<file path="src/rtl/mips_pkg.sv">
// rtl/mips_pkg.sv - opcode/funct constants, decode enums and control struct for the MIPS decode stage
package mips_pkg;

  localparam logic [31:0] RESET_PC = 32'hbfc00000;

  localparam logic [5:0] OP_SPECIAL = 6'h00;
  localparam logic [5:0] OP_J       = 6'h02;
  localparam logic [5:0] OP_JAL     = 6'h03;
  localparam logic [5:0] OP_BEQ     = 6'h04;
  localparam logic [5:0] OP_BNE     = 6'h05;
  localparam logic [5:0] OP_ADDIU   = 6'h09;
  localparam logic [5:0] OP_LUI     = 6'h0f;
  localparam logic [5:0] OP_LW      = 6'h23;
  localparam logic [5:0] OP_SW      = 6'h2b;

  localparam logic [5:0] FN_SLL  = 6'h00;
  localparam logic [5:0] FN_SRL  = 6'h02;
  localparam logic [5:0] FN_SRA  = 6'h03;
  localparam logic [5:0] FN_JR   = 6'h08;
  localparam logic [5:0] FN_ADDU = 6'h21;
  localparam logic [5:0] FN_SUBU = 6'h23;
  localparam logic [5:0] FN_AND  = 6'h24;
  localparam logic [5:0] FN_OR   = 6'h25;
  localparam logic [5:0] FN_XOR  = 6'h26;
  localparam logic [5:0] FN_NOR  = 6'h27;
  localparam logic [5:0] FN_SLT  = 6'h2a;
  localparam logic [5:0] FN_SLTU = 6'h2b;

  typedef enum logic [3:0] {
    ALU_ADD, ALU_SUB, ALU_SLT, ALU_SLTU, ALU_AND, ALU_OR,
    ALU_XOR, ALU_NOR, ALU_SLL, ALU_SRL, ALU_SRA, ALU_LUI
  } de_alu_op_t;

  typedef enum logic [2:0] {IMM_NONE, IMM_SEXT, IMM_LUI, IMM_SHAMT, IMM_LINK} imm_kind_t;

  typedef enum logic [2:0] {BR_NONE, BR_BEQ, BR_BNE, BR_J, BR_JR} br_type_t;

  // All-zero value of this struct is the NOP decode.
  typedef struct packed {
    de_alu_op_t alu_op;
    logic [4:0] dest;
    logic       use_rs;
    logic       use_rt;
    imm_kind_t  imm_kind;
    br_type_t   br_type;
    logic       mem_re;
    logic       mem_we;
  } dec_t;

  function automatic logic [31:0] sext16(input logic [15:0] imm);
    return {{16{imm[15]}}, imm};
  endfunction

endpackage

</file>
<file path="src/rtl/mips_inst_decoder.sv">
// rtl/mips_inst_decoder.sv - combinational instruction word to control-field decoder
module mips_inst_decoder
  import mips_pkg::*;
(
  input  logic [31:0] inst_i,
  output dec_t        dec_o
);

  logic [5:0] opcode;
  logic [5:0] funct;
  logic [4:0] rt;
  logic [4:0] rd;
  logic [9:0] unused_fields;

  assign opcode        = inst_i[31:26];
  assign funct         = inst_i[5:0];
  assign rt            = inst_i[20:16];
  assign rd            = inst_i[15:11];
  assign unused_fields = {inst_i[25:21], inst_i[10:6]};

  always_comb begin
    dec_o = '0;
    case (opcode)
      OP_SPECIAL: begin
        dec_o.dest   = rd;
        dec_o.use_rs = 1'b1;
        dec_o.use_rt = 1'b1;
        case (funct)
          FN_ADDU: dec_o.alu_op = ALU_ADD;
          FN_SUBU: dec_o.alu_op = ALU_SUB;
          FN_SLT:  dec_o.alu_op = ALU_SLT;
          FN_SLTU: dec_o.alu_op = ALU_SLTU;
          FN_AND:  dec_o.alu_op = ALU_AND;
          FN_OR:   dec_o.alu_op = ALU_OR;
          FN_XOR:  dec_o.alu_op = ALU_XOR;
          FN_NOR:  dec_o.alu_op = ALU_NOR;
          FN_SLL: begin
            dec_o.alu_op   = ALU_SLL;
            dec_o.use_rs   = 1'b0;
            dec_o.imm_kind = IMM_SHAMT;
          end
          FN_SRL: begin
            dec_o.alu_op   = ALU_SRL;
            dec_o.use_rs   = 1'b0;
            dec_o.imm_kind = IMM_SHAMT;
          end
          FN_SRA: begin
            dec_o.alu_op   = ALU_SRA;
            dec_o.use_rs   = 1'b0;
            dec_o.imm_kind = IMM_SHAMT;
          end
          FN_JR: begin
            dec_o.dest    = 5'd0;
            dec_o.use_rt  = 1'b0;
            dec_o.br_type = BR_JR;
          end
          default: dec_o = '0;
        endcase
      end
      OP_ADDIU: begin
        dec_o.dest     = rt;
        dec_o.use_rs   = 1'b1;
        dec_o.imm_kind = IMM_SEXT;
      end
      OP_LUI: begin
        dec_o.dest     = rt;
        dec_o.alu_op   = ALU_LUI;
        dec_o.imm_kind = IMM_LUI;
      end
      OP_LW: begin
        dec_o.dest     = rt;
        dec_o.use_rs   = 1'b1;
        dec_o.imm_kind = IMM_SEXT;
        dec_o.mem_re   = 1'b1;
      end
      OP_SW: begin
        dec_o.use_rs   = 1'b1;
        dec_o.use_rt   = 1'b1;
        dec_o.imm_kind = IMM_SEXT;
        dec_o.mem_we   = 1'b1;
      end
      OP_BEQ: begin
        dec_o.use_rs  = 1'b1;
        dec_o.use_rt  = 1'b1;
        dec_o.br_type = BR_BEQ;
      end
      OP_BNE: begin
        dec_o.use_rs  = 1'b1;
        dec_o.use_rt  = 1'b1;
        dec_o.br_type = BR_BNE;
      end
      OP_J: dec_o.br_type = BR_J;
      OP_JAL: begin
        dec_o.dest     = 5'd31;
        dec_o.imm_kind = IMM_LINK;
        dec_o.br_type  = BR_J;
      end
      default: dec_o = '0;
    endcase
  end

endmodule

</file>
<file path="src/rtl/mips_decode_stage.sv">
// rtl/mips_decode_stage.sv - MIPS decode stage: pipeline register, hazards, operands, branches; DE_BYPASS_EN enables forwarding
module mips_decode_stage
  import mips_pkg::*;
#(
  parameter logic [31:0] DE_PC_RESET = 32'h0
) (
  input  logic        clk,
  input  logic        rst,
  input  logic        fe_valid_ready_go,
  input  logic [31:0] fe_pc,
  input  logic [31:0] fe_instruction,
  output logic        de_allowin,
  output logic [31:0] pc_next,
  output logic [4:0]  rf_raddr1,
  output logic [4:0]  rf_raddr2,
  input  logic [31:0] rf_rdata1,
  input  logic [31:0] rf_rdata2,
  input  logic        ex_allowin,
  input  logic        ex_valid,
  input  logic        mem_valid,
  input  logic        wb_valid,
  input  logic [4:0]  ex_dest,
  input  logic [4:0]  mem_dest,
  input  logic [4:0]  wb_dest,
  input  logic        ex_is_load,
  input  logic [31:0] ex_result,
  input  logic [31:0] mem_result,
  input  logic [31:0] wb_result,
  output logic        de_valid,
  output logic        de_valid_ready_go,
  output logic [31:0] de_pc,
  output de_alu_op_t  de_alu_op,
  output logic [31:0] de_src1,
  output logic [31:0] de_src2,
  output logic [31:0] de_store_data,
  output logic [4:0]  de_dest,
  output logic        de_mem_re,
  output logic        de_mem_we
);

  logic        de_valid_q, de_valid_d;
  logic [31:0] de_pc_q, de_pc_d;
  logic [31:0] de_inst_q, de_inst_d;

  dec_t        dec;
  logic [4:0]  rs, rt, shamt;
  logic [15:0] imm;
  logic [31:0] rs_val, rt_val;
  logic        rs_hazard, rt_hazard;
  logic        stall, de_ready_go;
  logic        br_taken;
  logic [31:0] br_target;

  always_comb begin
    de_valid_d = de_valid_q;
    de_pc_d    = de_pc_q;
    de_inst_d  = de_inst_q;
    if (de_allowin) begin
      de_valid_d = fe_valid_ready_go;
      if (fe_valid_ready_go) begin
        de_pc_d   = fe_pc;
        de_inst_d = fe_instruction;
      end
    end
  end

  always_ff @(posedge clk) begin
    if (rst) begin
      de_valid_q <= 1'b0;
      de_pc_q    <= DE_PC_RESET;
      de_inst_q  <= '0;
    end else begin
      de_valid_q <= de_valid_d;
      de_pc_q    <= de_pc_d;
      de_inst_q  <= de_inst_d;
    end
  end

  mips_inst_decoder u_dec (
    .inst_i (de_inst_q),
    .dec_o  (dec)
  );

  assign rs        = de_inst_q[25:21];
  assign rt        = de_inst_q[20:16];
  assign shamt     = de_inst_q[10:6];
  assign imm       = de_inst_q[15:0];
  assign rf_raddr1 = rs;
  assign rf_raddr2 = rt;

`ifdef DE_BYPASS_EN
  // Youngest producer wins; only a load still in execute has no value yet.
  always_comb begin
    rs_val = rf_rdata1;
    rt_val = rf_rdata2;
    if (rs != 5'd0) begin
      if (ex_valid && ex_dest == rs)        rs_val = ex_result;
      else if (mem_valid && mem_dest == rs) rs_val = mem_result;
      else if (wb_valid && wb_dest == rs)   rs_val = wb_result;
    end
    if (rt != 5'd0) begin
      if (ex_valid && ex_dest == rt)        rt_val = ex_result;
      else if (mem_valid && mem_dest == rt) rt_val = mem_result;
      else if (wb_valid && wb_dest == rt)   rt_val = wb_result;
    end
  end
  assign rs_hazard = ex_valid && ex_is_load && ex_dest == rs;
  assign rt_hazard = ex_valid && ex_is_load && ex_dest == rt;
`else
  logic [96:0] unused_fwd;
  assign unused_fwd = {ex_result, mem_result, wb_result, ex_is_load};
  assign rs_val     = rf_rdata1;
  assign rt_val     = rf_rdata2;
  assign rs_hazard  = (ex_valid && ex_dest == rs) || (mem_valid && mem_dest == rs) ||
                      (wb_valid && wb_dest == rs);
  assign rt_hazard  = (ex_valid && ex_dest == rt) || (mem_valid && mem_dest == rt) ||
                      (wb_valid && wb_dest == rt);
`endif

  assign stall = (dec.use_rs && rs != 5'd0 && rs_hazard) ||
                 (dec.use_rt && rt != 5'd0 && rt_hazard);
  assign de_ready_go       = !stall;
  assign de_valid_ready_go = de_valid_q && de_ready_go;
  assign de_allowin        = !rst && (!de_valid_q || (de_ready_go && ex_allowin));

  always_comb begin
    de_src1 = rs_val;
    de_src2 = rt_val;
    case (dec.imm_kind)
      IMM_SEXT:  de_src2 = sext16(imm);
      IMM_LUI:   de_src2 = {imm, 16'h0};
      IMM_SHAMT: de_src1 = {27'd0, shamt};
      IMM_LINK: begin
        de_src1 = de_pc_q;
        de_src2 = 32'd8;
      end
      default: ;
    endcase
  end

  always_comb begin
    br_taken  = 1'b0;
    br_target = de_pc_q + 32'd4 + {{14{imm[15]}}, imm, 2'b00};
    case (dec.br_type)
      BR_BEQ: br_taken = (rs_val == rt_val);
      BR_BNE: br_taken = (rs_val != rt_val);
      BR_J: begin
        br_taken  = 1'b1;
        br_target = {de_pc_q[31:28], de_inst_q[25:0], 2'b00};
      end
      BR_JR: begin
        br_taken  = 1'b1;
        br_target = rs_val;
      end
      default: ;
    endcase
  end

  // The instruction in fetch is the delay slot, so only the one after it is redirected.
  assign pc_next = (!rst && de_valid_ready_go && br_taken) ? br_target : fe_pc + 32'd4;

  assign de_valid      = de_valid_q;
  assign de_pc         = de_pc_q;
  assign de_alu_op     = dec.alu_op;
  assign de_store_data = rt_val;
  assign de_dest       = dec.dest;
  assign de_mem_re     = dec.mem_re;
  assign de_mem_we     = dec.mem_we;

endmodule

</file>
<file path="config.mk">
export PLATFORM = sky130hd
export DESIGN_NAME = mips_decode_stage
export DESIGN_NICKNAME = d
export VERILOG_FILES = /design/src/rtl/mips_pkg.sv /design/src/rtl/mips_inst_decoder.sv /design/src/rtl/mips_decode_stage.sv
export SDC_FILE = /design/constraint.sdc
export NUM_CORES = 1
export LEC_CHECK = 0
export BUFFER_PORTS_ARGS = -buffer_cell sky130_fd_sc_hd__buf_2
export CAP_MARGIN = 15
export CELL_PAD_IN_SITES_DETAIL_PLACEMENT = 1
export CELL_PAD_IN_SITES_GLOBAL_PLACEMENT = 1
export CORE_AREA = 3 3 167 169
export CTS_CLUSTER_SIZE = 12
export DETAILED_ROUTE_END_ITERATION = 16
export DIE_AREA = 0 0 170 172
export PLACE_DENSITY = 0.78
export SYNTH_ARGS = -nofsm -noshare
export SYNTH_HDL_FRONTEND = slang
export SYNTH_SLANG_ARGS = --single-unit
</file>
<file path="constraint.sdc">
create_clock -name clk -period 3.85 [get_ports clk]
set_clock_uncertainty 0.05 [all_clocks]
set_input_delay 0.5775 -clock clk [delete_from_list [all_inputs] [get_ports clk]]
set_output_delay 0.5775 -clock clk [all_outputs]
set_load 0.1 [all_outputs]
</file>
## Word-level counts from Yosys, hierarchy flattened

Cells that the tools add are included.

| storage, ports and cells | value |
|---|---|
| word-level logic and storage cells | 98 |
| input port bits | 247 |
| bits in registers | 65 |
| output and inout bits | 184 |

| cells by class | value |
|---|---|
| mux-type cells | 19 |
| eq/ne operators | 35 |
| reduce and logical (&&, ||, !) cells | 38 |
| add/subtract/negate cells | 3 |

Operator list:

| kind | number |
|---|---|
| case mux 32 bit (2 select lines) | 2 |
| case mux 32 bit (3 select lines) | 1 |
| adder 32 x 3 -> 32 bit, second input constant | 2 |
| == test 6 bit, second input constant | 10 |
| case mux 4 bit (10 select lines) | 1 |
| adder 32 bit | 1 |
| == test 32 bit | 1 |
| 2-to-1 mux 32 bit | 1 |
| inequality test 32 bit | 1 |
| == test 5 bit | 6 |
| == test 6 x 2 -> 1 bit, second input constant | 4 |
| case mux 3 bit (4 select lines) | 2 |
| == test 6 x 4 -> 1 bit, second input constant | 3 |
| logical AND 1 bit | 15 |
| case mux 5 bit (3 select lines) | 1 |
| == test 3 x 2 -> 1 bit, second input constant | 4 |
| == test 6 x 3 -> 1 bit, second input constant | 2 |
| logical NOT 6 bit | 2 |
| OR reduction 3 bit | 4 |
| OR reduction 11 bit | 1 |
| nonzero test 5 bit | 2 |
| OR reduction 9 bit | 1 |
| case mux 4 bit (2 select lines) | 1 |
| == test 3 x 1 -> 1 bit, second input constant | 2 |
| other kinds (12) | 25 |

## Depth between registers and ports, before layout

Gate-level depths: netlist of the first run.

| logic depth | value |
|---|---|
| word-level depth | 12 |
| mapped depth | 14 |
| gate-level depth less buffers | 13 |

## By module

Synthesis of the first run repeated with hierarchy kept, for this count alone.

| unflattened totals | value |
|---|---|
| cells, all modules | 1041 |
| area total of the unflattened synthesis | 8131.5 µm² |

Modules (own cells, without submodules):

| module | cells an instance | sequential area each (µm²) | area each (µm²) | times used |
|---|---|---|---|---|
| mips_decode_stage | 962 | 1301.2 | 7554.7 | 1 |
| mips_inst_decoder | 79 | 0.0 | 576.8 | 1 |

## Worst setup path after synthesis of the first run

Ideal clock, no wire load.

| timing | value |
|---|---|
| path type | register -> output |
| start | register de_pc_q[3] (netlist: de_pc[3]) |
| end | output port pc_next[27] |
| stages on the path, launching flop included | 12 |
| data arrival time | 5.084 ns |
| setup slack | -1.862 ns |
| buffers on the path | 0 |
| data required time | 3.222 ns |
| path through | dfxtp_1 -> ha_1 -> ha_1 -> fa_1 -> a211oi_1 -> o211ai_1 -> a311o_1 -> a21oi_1 -> o21ai_0 -> xor2_1 -> nand2_1 -> a31oi_1 |

| on the way | value |
|---|---|
| cells in the longest elaborated chain, start to end | 4 |

Ends and longest elaborated chain:

| what | line | RTL |
|---|---|---|
| start, declared | mips_decode_stage.sv:42 | `logic [31:0] de_pc_q, de_pc_d;` |
| start signal, assigned | mips_decode_stage.sv:74 | `de_pc_q <= de_pc_d;` |
| adder 32 x 3 -> 32 bit | mips_decode_stage.sv:143 | `br_target = de_pc_q + 32'd4 + {{14{imm[15]}}, imm, 2'b00};` |
| adder 32 bit | mips_decode_stage.sv:143 |  |
| case mux 32 bit (2 select lines) | mips_decode_stage.sv:144 | `case (dec.br_type)` |
| 2-to-1 mux 32 bit | mips_decode_stage.sv:160 | `assign pc_next = (!rst && de_valid_ready_go && br_taken) ? br_target : fe_pc + 32'd4;` |
| end, declared | mips_decode_stage.sv:13 | `output logic [31:0] pc_next,` |

No other way between the ends.

## Worst setup path in the final report of the first run

| timing | value |
|---|---|
| start | register de_pc_q[3] (netlist: de_pc[3]) |
| end | output port pc_next[19] |

Same word-level chain as after synthesis.

==> results of run 1 <==
[flip-flops by register name (all words and copies together), names as in the netlist]
name       flops
de_inst_q     32
de_pc         32
de_valid       1
[through the flow]
stage / setup TNS, ns / utilization (%)
after floorplan: -4.18 / -
after global placement: 0 / 40.1
after detailed placement: -0.0113 / 40.1
after CTS: -0.882 / 42.1
after global routing: -2.36 / 43.3
final: -1.36 / 43.3
[kinds of logic after synthesis]
logic type,after synthesis,synth area share (%)
AND/OR/NAND/NOR,368,21.8
AO/OA/AOI/OAI,310,27.6
buffers and inverters,134,9.64
XOR/XNOR,116,13.2
flip-flops,65,16.9
adder cells (fa/ha/maj),59,9.66
multiplexers,10,1.30
[power by group]
| group | switching (mW) | leakage (nW) | internal [mW] | total [mW] |
|---|---|---|---|---|
| clock network | 0.383 | 0.138 | 0.475 | 0.859 |
| registers | 0.0769 | 0.549 | 0.715 | 0.792 |
| logic | 1.67 | 4.58 | 0.601 | 2.27 |
| total | 2.13 | 5.27 | 1.79 | 3.92 |
[what timing repair did]
item                       CTS  global route
setup endpoints to repair   14            28
resized for setup           42            46
setup buffers                6             9
pin swaps                   24            18
cloned                       1             0
[cell type report]
type / count / area share, %
well taps: 341 / 3.69
clock buffers: 11 / 2.19
inverters: 9 / 0.292
multi-input cells: 863 / 55.4
repair buffers: 408 / 26.4
flip-flops and latches: 65 / 11.8
diodes: 1 / 0.0216
clock inverters: 5 / 0.325
[worst reg2reg max path, delay by kind of cell, from the launching register on]
kind / cells / cell delay, ns
AO/OA/AOI/OAI: 5 / 1.37
buffers and inverters: 2 / 0.60
flip-flops: 1 / 0.44
AND/OR/NAND/NOR: 3 / 0.60
[cells in the mapped netlist, types with 16 or more instances]
library cell / count
nor2_1: 49
a21oi_1: 93
a31oi_1: 17
xor2_1: 80
and3_1: 16
nand2_1: 194
dfxtp_1: 65
xnor2_1: 36
o21ai_0: 45
a221o_1: 22
clkbuf_1: 55
ha_1: 58
buf_4: 45
buf_2: 16
a22oi_1: 33
a22o_1: 44
nand3_1: 27
[layer usage]
metal	wire length [um]	track usage [%]	vias to the layer above
met5	0	0	-
met4	1470	10.1	0
met3	2950	4.80	79
met2	21100	48.6	416
met1	17000	33.7	4808
li1	-	-	4388
[worst paths after layout]
check                  endpoint  slack [ns]
setup / recovery    pc_next[19]       -0.20
hold / removal    de_inst_q[15]        0.42
setup reg to reg       de_pc[3]        0.69
hold reg to reg       de_pc[22]        0.44
==> results.yml, run 1 <==
outcome:
  status: "complete, but fails checks"
  violations: "setup timing"
yosys:
  synth_top_area_cell: "dfxtp_1"
  syn-cell-area_mm2: 0.00772
  seq_area_frac_synth_pct: 16.9
  syn_avg_cell_area_um2: 7.27
  postSynthCellCount: 1062
  synthTopCellsByArea: "dfxtp_1, nand2_1, ha_1, xor2_1, a21oi_1"
  yosysWarningCount: 0
  synth_edf_count: 0
  ys.flop_type: "dfxtp_1"
  syn_nets: 1368
  ys_ff_latch: 65
  synth_top_area_share_pct: 16.9
  yosysUniqueCellTypes: 66
  async_flop_share_pct: 0
die:
  core_area_mm2: 0.0267
  initial_core_util_pct: 28.9
  rows: 60
  pin_count: 431
  fp.dieArea_mm2: 0.0292
  die_y_um: 172
  die_w_um: 170
setup_path:
  worst-path-stages: 12
  reg2reg_depth: 10
  cp_num_buf_inv: 1
  max_stage_delay_ns: 0.42
  r2r-start: "de_inst_q[5]"
  crit_family: "compound AO/OA/AOI/OAI gates"
  critPathLaunchType: "flip-flop"
  arrival_ns: 3.42
  cp-end-kind: "output pin"
  worst-setup-path-type: "reg -> out"
  slowest_stage: "a311o_2"
  startpoint: "de_pc[3]"
  crit_top_cell: "ha_4"
  path_cells: "ha_4 -> ha_4 -> fa_2 -> a211oi_2 -> o211ai_1 -> a311o_2 -> a221o_1 -> a21oi_2 -> xnor2_1 -> nand2_1 -> a31oi_4 -> buf_12"
  cp_max_fo: 4
  required_ns: 3.22
sta:
  maxSlewViolCount: 0
  fin_crit_ns: 4.05
  fin_crit_sh_pct: 105
  fmax_mhz: 247
  setup_ws_ns: -0.198
  tightest_slew_ns: 0.834
  hold_viol_final: 0
  setup_viol: 9
  slew_headroom_pct: 44.4
  rsz0062_at_grt: "yes"
  fin_hold_ws_ns: 0.415
placed_design:
  dp_slack_ns: -0.0113
  io_buffers: 333
  dp.cells: 1671
  dpl_cell_area_mm2: 0.0107
  dpl.hpwl_mm: 32.4
  gp_congestion: 0.930
global_routing:
  groute.usage.overall_pct: 27.5
  grt_pass1_vias: 9913
  grt_max_degree: 65
  grt_pass1_wl_mm: 61.5
  gr-total-overflow: 0
  antenna_found_initial: 1
pwr:
  power.leakage_nw: 5.27
  p_per_area_mw_per_mm2: 339
  vdd_drop_max_mv: 0.203
  total_power_mw: 3.92
cells_and_area:
  nNetsFinal: 1662
  mostFrequentLayoutCell: "buf_2"
  multiInputGateArea_mm2: 0.00640
  final_cell_area_mm2: 0.0116
  regArea_mm2: 0.00136
  layout_common_cells: "buf_2, nand2_1, a21oi_1"
  fillCellCount: 3299
  drive_gt1_share_pct: 41.5
  synthToLayoutAreaGrowth_pct: 49.7
  fin_cells: 1703
clocking:
  cts_tree: "yes"
  cts_sinks: 65
  path_clk_slew_ns: 0.07
  cts_root_buf: "clkbuf_16"
  clock_path_buffers: 2
  clk_latency_ns: 0.34
  holdBufCountCts: 0
  cts_max_level: 3
  cts_buffers: 9
hold_path:
  hold_path_class: "in -> reg"
  min_from: "fe_instruction[15]"
  hold-path-cell-count: 3
flow_run:
  drv_cap: 0
detailed_routing:
  vias: 9691
  drtPass1Iterations: 5
  drc: 0
  drt_iter0_drc: 783
  ant_nets: 0
  routed_wl_mm: 42.5
  vias_per_cell: 5.69
  post_drt_wl_per_cell_um: 25.0
No activity file was read; power rests on OpenSTA's default activity.
==> run 2, diff against run 1 <==
--- a/config.mk
+++ b/config.mk
@@ -5,15 +5,18 @@
 export SDC_FILE = /design/constraint.sdc
 export NUM_CORES = 1
 export LEC_CHECK = 0
+export ABC_AREA = 1
 export BUFFER_PORTS_ARGS = -buffer_cell sky130_fd_sc_hd__buf_2
 export CAP_MARGIN = 15
 export CELL_PAD_IN_SITES_DETAIL_PLACEMENT = 1
 export CELL_PAD_IN_SITES_GLOBAL_PLACEMENT = 1
-export CORE_AREA = 3 3 167 169
+export CORE_MARGIN = 3
+export CORE_UTILIZATION = 31
 export CTS_CLUSTER_SIZE = 12
 export DETAILED_ROUTE_END_ITERATION = 16
-export DIE_AREA = 0 0 170 172
-export PLACE_DENSITY = 0.78
+export GPL_ROUTABILITY_DRIVEN = 0
+export GPL_TIMING_DRIVEN = 0
+export PLACE_DENSITY = 0.83
 export SYNTH_ARGS = -nofsm -noshare
 export SYNTH_HDL_FRONTEND = slang
 export SYNTH_SLANG_ARGS = --single-unit
==> results.yml, run 2 <==
outcome:
  status: "finished clean"
detailed_routing:
  vias_per_cell: 5.56
  vias: 13100
  drtPass1Iterations: 5
  drc: 0
  routed_wl_mm: 52.5
  post_drt_wl_per_cell_um: 22.3
  ant_nets: 0
  drt_iter0_drc: 1356
cells_and_area:
  nNetsFinal: 2267
  final_cell_area_mm2: 0.0119
  final_util_pct: 41.2
  synthToLayoutAreaGrowth_pct: 29.8
  drive_gt1_share_pct: 24.6
  fin_cells: 2353
  layout_common_cells: "nand2_1, buf_2, nor2_1"
  mostFrequentLayoutCell: "nand2_1"
sta:
  setup_viol: 0
  tightest_slew_ns: 0.933
  rsz0062_at_grt: "yes"
  fin_crit_ns: 3.79
  setup_ws_ns: 0.0571
  hold_viol_final: 0
  fin_tns_setup_ns: 0
  maxSlewViolCount: 0
  slew_headroom_pct: 37.8
  fmax_mhz: 264
  fin_crit_sh_pct: 98.5
yosys:
  yosysMostFrequentCell: "nand2_1"
  synth_top_area_share_pct: 22.2
  seq_area_frac_synth_pct: 14.2
  ys.flop_type: "dfxtp_1"
  yosysWarningCount: 0
  synth_top_family_by_area: "simple AND/OR/NAND/NOR gates"
  synth-simple-area-share_pct: 46.4
  synthAdderAreaFrac_pct: 8.13
  synth_mux_area_share_pct: 0
  synthTopCellsByArea: "nand2_1, dfxtp_1, ha_1, nor2_1, inv_1"
  syn-cell-area_mm2: 0.00918
  synth_edf_count: 0
  ys_ff_latch: 65
  syn_nets: 1922
  synthXorXnorAreaFrac_pct: 5.54
  postSynthCellCount: 1616
  yosysUniqueCellTypes: 44
  synth_top_area_cell: "nand2_1"
  syn_avg_cell_area_um2: 5.68
  synth_compound_area_share_pct: 10.9
  yosys-top-cells-count: "nand2_1, nor2_1, inv_1, nand3_1, nand4_1"
  async_flop_share_pct: 0
placed_design:
  dp.cells: 2333
  io_buffers: 333
  dp_slack_ns: -0.233
  dpl.hpwl_mm: 44.0
  dpl_cell_area_mm2: 0.0113
setup_path:
  worst-setup-path-type: "reg -> out"
  critPathLaunchType: "flip-flop"
  max_stage_delay_ns: 0.39
  required_ns: 3.22
  path_cells: "inv_4 -> ha_1 -> inv_1 -> ha_1 -> fa_2 -> nand3_1 -> nand3_4 -> nand2_1 -> nand3_1 -> or2_2 -> nand3_1 -> o221ai_1 -> nand3_1 -> nand2_1 -> buf_6"
  slowest_stage: "dfxtp_4"
  cp_num_buf_inv: 3
  cp_max_fo: 7
  cp-end-kind: "output pin"
  arrival_ns: 3.17
  crit_top_cell: "nand3_1"
  crit_family: "simple AND/OR/NAND/NOR gates"
clocking:
  cts_buffers: 9
  clock_path_buffers: 2
  cts_tree: "yes"
  path_clk_slew_ns: 0.06
  clk_latency_ns: 0.35
  cts_root_buf: "clkbuf_16"
  cts_sinks: 65
  cts_max_level: 3
  holdBufCountCts: 0
pwr:
  p_clk_share_pct: 20.8
  combPwrFrac_pct: 59.7
  p_per_area_mw_per_mm2: 349
  power.leakage_nw: 6.69
  p_int_mw: 1.75
  seqPwrFrac_pct: 19.4
  sw_frac_of_total_pct: 57.8
  vdd_drop_max_mv: 0.259
  p_sw_mw: 2.40
hold_path:
  hold_path_class: "in -> reg"
global_routing:
  grt_max_degree: 17
  antenna_found_initial: 4
  grt_pass1_vias: 12800
  grt_pass1_wl_mm: 75.1
  groute.usage.overall_pct: 31.4
  gr-total-overflow: 0
die:
  die_y_um: 178
  initial_core_util_pct: 31.7
  pin_count: 431
  core_area_mm2: 0.0289
  rows: 62
  fp.dieArea_mm2: 0.0317
  die_w_um: 178
flow_run:
  drv_cap: 0
run 2: final cells by class:
| type | instances | area [um2] |
|---|---|---|
| diodes | 3 | 7.51 |
| plain buffers | 101 | 673 |
| clock buffers | 10 | 229 |
| clock inverters | 6 | 67.6 |
| fillers | 4104 | 17000 |
| inverters | 184 | 693 |
| multi-input cells | 1265 | 6580 |
| flip-flops and latches | 65 | 1320 |
| well taps | 384 | 480 |
| repair buffers | 335 | 1860 |
run 2: power groups by stage:
| stage | Clock (mW) | Sequential (mW) | Combinational (mW) |
|---|---|---|---|
| after global placement | 0 | 0.817 | 2.36 |
| final | 0.864 | 0.808 | 2.48 |
| after global routing | 0.895 | 0.811 | 2.60 |
| after CTS | 0.864 | 0.805 | 2.42 |
| after detailed placement | 0 | 0.819 | 2.40 |
| after floorplan | 0 | 0.972 | 1.63 |
run 2: kinds of logic (layout without fill, tap and decap cells):
family | after synthesis | count (layout)
flip-flops | 65 | 65
other | 0 | 3
buffers and inverters | 286 | 636
XOR/XNOR | 58 | 58
AND/OR/NAND/NOR | 985 | 985
AO/OA/AOI/OAI | 163 | 163
adder cells (fa/ha/maj) | 59 | 59
run 2: stage by stage:
stage | power [mW] | hold slack, ns
2_1_floorplan | 2.60 | 0.489
5_1_grt | 4.30 | 0.433
3_3_place_gp | 3.18 | 0.515
6_report | 4.15 | 0.428
3_5_place_dp | 3.22 | 0.533
4_1_cts | 4.09 | 0.421
run 2: worst paths after layout:
path | start | to | slack, ns | cells past startpoint
setup reg to reg | de_inst_q[5] | de_inst_q[0] | 1.28 | 13
hold / removal | fe_instruction[1] | de_inst_q[1] | 0.43 | 3
hold reg to reg | de_inst_q[30] | de_inst_q[30] | 0.55 | 4
setup / recovery | de_inst_q[0] | pc_next[11] | 0.06 | 15
run 2: repair_timing:
item,in CTS,in global routing
setup buffers,0,2
gates resized for setup,25,74
endpoints found under the setup margin,25,57
pin swaps,0,2
run 2: tightest hold or removal path, delay by kind of cell:
kind          cells  cell delay [ns]
simple gates      2             0.15
buf+inv           1             0.08
run 2: layer usage:
metal	vias up	global-route usage (%)	part of all wire, %
li1	5931	-	-
met1	6162	40.9	41
met2	826	49.6	44
met3	155	7.05	9.9
met4	2	13.8	4.9
met5	-	0	0.025
